## src/rtl/ram_sram_sequencer.sv

```systemverilog
// ram_sram_sequencer
// Memory-clock-domain sequencer: pops one command at a time from the command
// FIFO, runs a single access on an asynchronous SRAM with programmable strobe
// widths, and pushes read results into the read-return FIFO.
//
// Optional feature macro: RAM_SEQ_DQ_IREG_EN
//   When defined, iSramDq passes through an input register before capture.
//   The read pulse is one cycle longer to cover the extra register stage.
//
// Ports
//   iMemClk, iRst        memory clock, synchronous active-high reset
//   iFifoEmp/oFifoRe     command FIFO empty flag / one-cycle pop strobe
//   iFifoRvd             command FIFO read data valid
//   iFifoWd/Adrs/Cmd     command payload (Cmd 1 = write, 0 = read)
//   oMemWd/oMemWEd       read-return data / one-cycle push strobe
//   iMemFull             read-return FIFO full (gates every pop)
//   oSramAdrs            SRAM address
//   oSramDq/oSramDqOe    SRAM write data / DQ drive enable
//   iSramDq              SRAM read data
//   oSramCeN/OeN/WeN     active-low SRAM strobes
//   oBusy                high whenever an access is in progress
module ram_sram_sequencer #(
    parameter int unsigned pRamDqWidth      = 8,
    parameter int unsigned pRamAdrsWidth    = 19,
    parameter int unsigned pWriteWaitCycles = 2,
    parameter int unsigned pReadWaitCycles  = 2
) (
    input  logic                     iMemClk,
    input  logic                     iRst,
    input  logic                     iFifoEmp,
    output logic                     oFifoRe,
    input  logic                     iFifoRvd,
    input  logic [pRamDqWidth-1:0]   iFifoWd,
    input  logic [pRamAdrsWidth-1:0] iFifoAdrs,
    input  logic                     iFifoCmd,
    output logic [pRamDqWidth-1:0]   oMemWd,
    output logic                     oMemWEd,
    input  logic                     iMemFull,
    output logic [pRamAdrsWidth-1:0] oSramAdrs,
    output logic [pRamDqWidth-1:0]   oSramDq,
    output logic                     oSramDqOe,
    input  logic [pRamDqWidth-1:0]   iSramDq,
    output logic                     oSramCeN,
    output logic                     oSramOeN,
    output logic                     oSramWeN,
    output logic                     oBusy
);

`ifdef RAM_SEQ_DQ_IREG_EN
    localparam int unsigned ReadPulseCycles = pReadWaitCycles + 1;
`else
    localparam int unsigned ReadPulseCycles = pReadWaitCycles;
`endif
    localparam int unsigned CntMax   = (pWriteWaitCycles > ReadPulseCycles) ?
                                       pWriteWaitCycles : ReadPulseCycles;
    localparam int unsigned CntWidth = (CntMax > 1) ? $clog2(CntMax) : 1;

    typedef enum logic [2:0] {
        IDLE, FETCH, WR_SETUP, WR_PULSE, WR_HOLD, RD_PULSE, RD_RET
    } state_t;

    state_t                   state, state_nxt;
    logic [CntWidth-1:0]      cnt, cnt_nxt;
    logic [pRamDqWidth-1:0]   rd_src;

    logic                     fifo_re_d, mem_wed_d, dq_oe_d;
    logic                     ce_n_d, oe_n_d, we_n_d, busy_d;
    logic [pRamDqWidth-1:0]   mem_wd_d, dq_d;
    logic [pRamAdrsWidth-1:0] adrs_d;

    // Read-data source: optional input register in front of the capture flop.
`ifdef RAM_SEQ_DQ_IREG_EN
    logic [pRamDqWidth-1:0] sram_dq_q;
    always_ff @(posedge iMemClk) begin
        if (iRst) sram_dq_q <= '0;
        else      sram_dq_q <= iSramDq;
    end
    assign rd_src = sram_dq_q;
`else
    assign rd_src = iSramDq;
`endif

    // State, pulse counter and registered outputs.
    always_ff @(posedge iMemClk) begin
        if (iRst) begin
            state     <= IDLE;
            cnt       <= '0;
            oFifoRe   <= 1'b0;
            oMemWEd   <= 1'b0;
            oMemWd    <= '0;
            oSramAdrs <= '0;
            oSramDq   <= '0;
            oSramDqOe <= 1'b0;
            oSramCeN  <= 1'b1;
            oSramOeN  <= 1'b1;
            oSramWeN  <= 1'b1;
            oBusy     <= 1'b0;
        end else begin
            state     <= state_nxt;
            cnt       <= cnt_nxt;
            oFifoRe   <= fifo_re_d;
            oMemWEd   <= mem_wed_d;
            oMemWd    <= mem_wd_d;
            oSramAdrs <= adrs_d;
            oSramDq   <= dq_d;
            oSramDqOe <= dq_oe_d;
            oSramCeN  <= ce_n_d;
            oSramOeN  <= oe_n_d;
            oSramWeN  <= we_n_d;
            oBusy     <= busy_d;
        end
    end

    // Next-state logic; the counter is loaded on entry to a pulse state.
    always_comb begin
        state_nxt = state;
        cnt_nxt   = cnt;
        case (state)
            IDLE: begin
                if (!iFifoEmp && !iMemFull) state_nxt = FETCH;
            end
            FETCH: begin
                if (iFifoRvd) begin
                    if (iFifoCmd) begin
                        state_nxt = WR_SETUP;
                    end else begin
                        state_nxt = RD_PULSE;
                        cnt_nxt   = CntWidth'(ReadPulseCycles - 1);
                    end
                end
            end
            WR_SETUP: begin
                state_nxt = WR_PULSE;
                cnt_nxt   = CntWidth'(pWriteWaitCycles - 1);
            end
            WR_PULSE: begin
                if (cnt == '0) state_nxt = WR_HOLD;
                else           cnt_nxt   = cnt - 1'b1;
            end
            WR_HOLD: state_nxt = IDLE;
            RD_PULSE: begin
                if (cnt == '0) state_nxt = RD_RET;
                else           cnt_nxt   = cnt - 1'b1;
            end
            RD_RET:  state_nxt = IDLE;
            default: state_nxt = IDLE;
        endcase
    end

    // Output values for the coming cycle, decoded from the next state so the
    // registered pins line up with the state they belong to.
    always_comb begin
        fifo_re_d = 1'b0;
        mem_wed_d = 1'b0;
        mem_wd_d  = oMemWd;
        adrs_d    = oSramAdrs;
        dq_d      = oSramDq;
        dq_oe_d   = 1'b0;
        ce_n_d    = 1'b1;
        oe_n_d    = 1'b1;
        we_n_d    = 1'b1;
        busy_d    = (state_nxt != IDLE);

        // Address and write data are latched straight from the FIFO payload.
        if (state == FETCH && iFifoRvd) begin
            adrs_d = iFifoAdrs;
            dq_d   = iFifoWd;
        end
        // Capture on the last cycle of the read pulse.
        if (state == RD_PULSE && cnt == '0) mem_wd_d = rd_src;

        case (state_nxt)
            FETCH:    fifo_re_d = (state == IDLE);
            WR_SETUP,
            WR_HOLD: begin
                ce_n_d  = 1'b0;
                dq_oe_d = 1'b1;
            end
            WR_PULSE: begin
                ce_n_d  = 1'b0;
                dq_oe_d = 1'b1;
                we_n_d  = 1'b0;
            end
            RD_PULSE: begin
                ce_n_d = 1'b0;
                oe_n_d = 1'b0;
            end
            RD_RET:   mem_wed_d = 1'b1;
            default: ;
        endcase
    end

endmodule

```

## config.mk

```make
export PLATFORM = sky130hd
export DESIGN_NAME = ram_sram_sequencer
export DESIGN_NICKNAME = d
export VERILOG_FILES = /design/src/rtl/ram_sram_sequencer.sv
export SDC_FILE = /design/constraint.sdc
export NUM_CORES = 1
export LEC_CHECK = 0
export CAP_MARGIN = 20
export CORE_MARGIN = 4
export CORE_UTILIZATION = 30
export DETAILED_ROUTE_END_ITERATION = 8
export PLACE_DENSITY = 0.71
export SETUP_SLACK_MARGIN = 0.15
export SYNTH_ARGS = -nofsm -noshare
export SYNTH_HDL_FRONTEND = slang
export SYNTH_SLANG_ARGS = --single-unit
```

## constraint.sdc

```tcl
create_clock -name iMemClk -period 1.7 [get_ports iMemClk]
set_input_delay 0.34 -clock iMemClk [delete_from_list [all_inputs] [get_ports iMemClk]]
set_output_delay 0.34 -clock iMemClk [all_outputs]
set_load 0.02 [all_outputs]
```

# ---- Yosys cells after proc, flatten, opt, wreduce, memory -nomap -nowiden
# Index checks and enable logic that the tools add are counted.
dict set report totals {
  register_bits 46
  inputBits 41
  word_cells 55
}
dict set report classes {
  add_sub_neg 1
  n_eq_ne 12
  mux 15
  n_bitwise 2
  reduce_logical 13
}
# operator count
set ops {}
lappend ops {{$mux 3} 5}
lappend ops {{$pmux 3 s5} 1}
lappend ops {{$eq 3x2->1 const B} 4}
lappend ops {{$eq 3x3->1 const B} 4}
lappend ops {{$mux 1} 8}
lappend ops {{$eq 3x1->1 const B} 2}
lappend ops {{$reduce_bool 3->1} 2}
lappend ops {{$ne 2x2->1 const B} 2}
lappend ops {{$reduce_or 2->1} 2}
lappend ops {{$reduce_or 4->1} 1}
lappend ops {{$logic_and 1x1->1} 3}
lappend ops {{$logic_not 3->1} 1}
lappend ops {{$pmux 1 s3} 1}
lappend ops {{$reduce_and 3->1} 1}
lappend ops {{$reduce_or 3->1} 1}
lappend ops {{$logic_not 1->1} 2}
lappend ops {{$not 1->1} 2}
lappend ops {{$sub 1x1->1 const B} 1}

# ---- Logic depth before layout (Yosys ltp)
dict set report depth {
  word_depth 7
  mapped_depth 8
  ltp_nobuf 7
}

# ---- Worst setup path after synthesis
# No wires, ideal clock.
dict set report synth_timing {
  path_type {register -> register}
  startpoint {register state[2]}
  endpoint {register oSramWeN}
  arrival_time_ns 1.454
  required_ns 1.565
  slack_ns 0.111
  stages_incl_launch_ff 6
  path_buffers 1
  path_cell_list {dfxtp_1 > buf_6 > nor4_2 > a31oi_1 > o22a_1 > or4b_4}
}
dict set report synth_via {
  elab_chain_len 4
}
# element line
set synth_lines {}
lappend synth_lines {{start: declaration} 62} ;# state_t state, state_nxt;
lappend synth_lines {{start signal: assignment} 99} ;# state <= state_nxt;
lappend synth_lines {{$eq 3x3->1 (tied with other cells)} 118} ;# case (state)
lappend synth_lines {{$pmux 3 s5 *} 118}
lappend synth_lines {{$eq 3x2->1 *} 172} ;# case (state_nxt)
lappend synth_lines {{$mux 1 *} 172}
lappend synth_lines {{end signal: assignment} 109} ;# oSramWeN <= we_n_d;
lappend synth_lines {{end: declaration} 45} ;# output logic oSramWeN,
# Mark *: on every way between the ends. The rest lies on a longest branch, timed or not.
# A chain may end at the register's enable or synchronous reset.

# ---- Final worst setup path
dict set report layout_timing {
  startpoint {register state[0]}
  endpoint {register oSramWeN}
}
# Same word-level chain as after synthesis.

==> impl_results.md <==
* CTS tree: built
* Overall power at 2416 uW
* Run status: finished, final reports clean
* Die area at 6881 um^2
* Die Height at 82.95 um
* CTS buffer count at 5
* RSZ-0062 raised after global routing: true
* Global route overflow at 0
* Mean routed wirelength per cell at 12.16 um
* Largest net degree at the start of global routing at 32
* LEAKAGE at roughly 0.0012 uW
* Worst VDD drop at 0.0003718 V
* Cell Pwr Density at between 800 and 900 nW/um^2
* DR iter-0 viols at 53
* Count of antenna diodes in the layout at 0
* CP max FO at 6
* Max Used Layer: met4
* Post-DP HPWL at 3.117 mm
* Clock latency on the worst-skew pair at 290 ps
* Worst path slowest cell: or4b_4
* Routed wl met3 at 313 um
* Slew headroom at 0.7829
* Share of synthesized registers carrying an async set or reset at 0
* Logic gate share of total power at 0.130
* Fillers at approximately 530
* Nature of the critical path startpoint: flip-flop
* Worst Path Buf+Inv at 0
* Critical path cell sequence: nor4_2 > a31oi_1 > o22a_1 > or4b_4
* Final instance area at 2799 um^2
* P_int at approximately 1900 uW
* Buffers on Ports at slightly above 80
* DR WL met2 at 2.097 mm
* Post-synth EDFFs at 0
* Vias in the first global route at 1,473
* Setup crit end kind: flip-flop
* CP delay by family, top: simple AND/OR/NAND/NOR gates
* Max-slew violations at 0
* Vias per cell at 4.528
* Top cells by area, synth: dfxtp_1 55%, nand2_1 12%, a21oi_1 8.6%, mux2i_1 4.8%, nor2_1 3.1%
* Synth Flop Type: dfxtp_1
* Mean area per synthesized cell at 8.687 um^2
* Initial antenna violation count at 0
* Final Setup Violations at 0
* ANT nets after route at 0
* Period utilisation layout at 0.9062
* Post-route setup TNS at 0 ps
* Post-Syn Area at between 1500 and 2000 um^2
* Unique masters post-synth at 32
* Root buffer cell: clkbuf_8
* Cells after Synth at 194
* Crit Path Category: flip-flop to flip-flop
* Dpl cell area at 2638 um^2
* Core ar. at 5473 um^2
* Most frequent cells after synthesis: 56 x nand2_1, 46 x dfxtp_1, 29 x a21oi_1
* Sequential power share at 0.466
* Syn nets at approximately 240
* Most area-hungry cell type in the Yosys netlist: dfxtp_1
* Crit path DAT at 1710 ps
* 1st-pass router iterations at 4
* FF+latch count, synth at 46
* Nets@finish at 329
* CP peak stage delay at 520 ps
* P_sw at 510.2 uW
* Clock Sinks at 46
* Top cell type's share of synthesized area at 0.5464
* Worst-Margin Slew at 325.7 ps
* Routed WL at 4.377 mm
* IO Pins at slightly above 80
* Layout Skew at 6.593 ps
* Fin crit period at about 1500 ps
* Vias at 1,630
* Synthesis Warnings at 0
* Rows at 27
* HP Class: primary input to flip-flop
* Top-count cell post-synth: nand2_1
* Met1 WL at 1.946 mm
* Synth-to-Final Area Change at 66.07%
* DRC Markers at 0
* RePlAce Congestion at 0.8398
* Crit path required time at roughly 1900 ps
* Gr usage total at 0.1258
* DIE WIDTH at between 80 and 90 um
* Clock buffer depth at 2
* H-tree depth at 2
* Ratio of cells with drive above 1 in the final layout at 0.1389
* Starting Density at 0.3080
* Maximum clock frequency at 649.1 MHz
* Switching share of power at 0.2112
* Sequential area share after synthesis at 0.5464
* Fin. Hold Viols at 0
* First-pass GRT wire length at 7.113 mm
* Max Cap Violations at 0
* Clk pin slew, worst setup/hold paths at about 80 ps
* Clock network fraction of design power at 0.404
power by group through the flow:
stage	Clock (uW)	Sequential [uW]	Combinational, uW
floorplan	0	1190	99.8
global placement	0	1160	317
detailed placement	0	1160	320
CTS	1010	1130	304
global route	1050	1130	339
finish	977	1130	313
state kept, by name, indices dropped and copies added, names as in the netlist, 3 cells and up:
name	flops
oSramAdrs	19
oSramDq	8
oMemWd	8
state	3
cell usage in the layout, fill, tap and decap left out, drive strengths merged:
master          n
a21o            1
nand2          56
xor2            1
dlygate4sd2    45
a22oi           1
nor3            1
a21oi          29
or2             1
clkbuf          7
o22a            1
bufinv          2
nor2b           1
nand3           1
or4             1
a2bb2oi         1
a31oi           3
dlymetal6s2s    1
mux2i           8
o211ai          1
or4b            1
ha              1
o21a            1
nor2           15
and3            1
o21ai           1
inv             2
nand2b          1
dfxtp          46
nor3b           1
clkdlybuf4s50  35
nor4b           2
buf            18
nor4            1
area by class of cell:
class / count / area (um^2) / share of cell area
sequential: 46 / 933.4 / 0.3335
timing repair buffer: 100 / 919.6 / 0.3286
multi-input combinational: 132 / 705.7 / 0.2521
tap: 72 / 90.09 / 0.03219
clock buffer: 6 / 82.58 / 0.02950
clock inverter: 2 / 60.06 / 0.02146
inverter: 2 / 7.507 / 0.002682
metrics by stage:
stage,utilization,hold WS (ps),cells,setup slack [ps]
after floorplan,-,476.0,194,111.1
after global placement,0.4819,441.7,347,-230.2
after detailed placement,0.4819,446.3,347,-282.1
after CTS,0.5041,393.5,358,101.6
after global routing,0.5114,415.9,360,84.44
final,0.5114,405.3,360,159.4
path summary, 6_finish.rpt:
| check | start | slack, ps | end | cells past startpoint |
|---|---|---|---|---|
| min | iRst | 410 | oMemWd[2] | 2 |
| max reg2reg | state[0] | 160 | oSramWeN | 4 |
| min reg2reg | oSramAdrs[12] | 450 | oSramAdrs[12] | 2 |
| max | state[0] | 160 | oSramWeN | 4 |
repair_timing:
| action | in CTS | in global routing |
|---|---|---|
| pin swaps | 5 | 3 |
| hold buffers | 0 | 0 |
| resized for setup | 51 | 7 |
| buffers inserted | 3 | 2 |
| cloned | 0 | 0 |
| endpoints found under the setup margin | 47 | 4 |
cell families (layout without fill, tap and decap cells):
kind of cell             after synthesis  in the layout  synth area share
multiplexers                           8              8           0.04751
AND/OR/NAND/NOR                       83             83            0.2153
XOR/XNOR                               1              1          0.005198
flip-flops                            46             46            0.5464
buffers and inverters                 16            110           0.04975
adder cells (fa/ha/maj)                1              1          0.007423
AO/OA/AOI/OAI                         39             39            0.1284
per-layer routing:
layer	vias to the layer above	GRT usage
met5	-	0
met3	4	0.05258
met4	0	0.03120
li1	827	-
met1	742	0.1594
met2	57	0.1983
(Power assumes the default switching activity.)
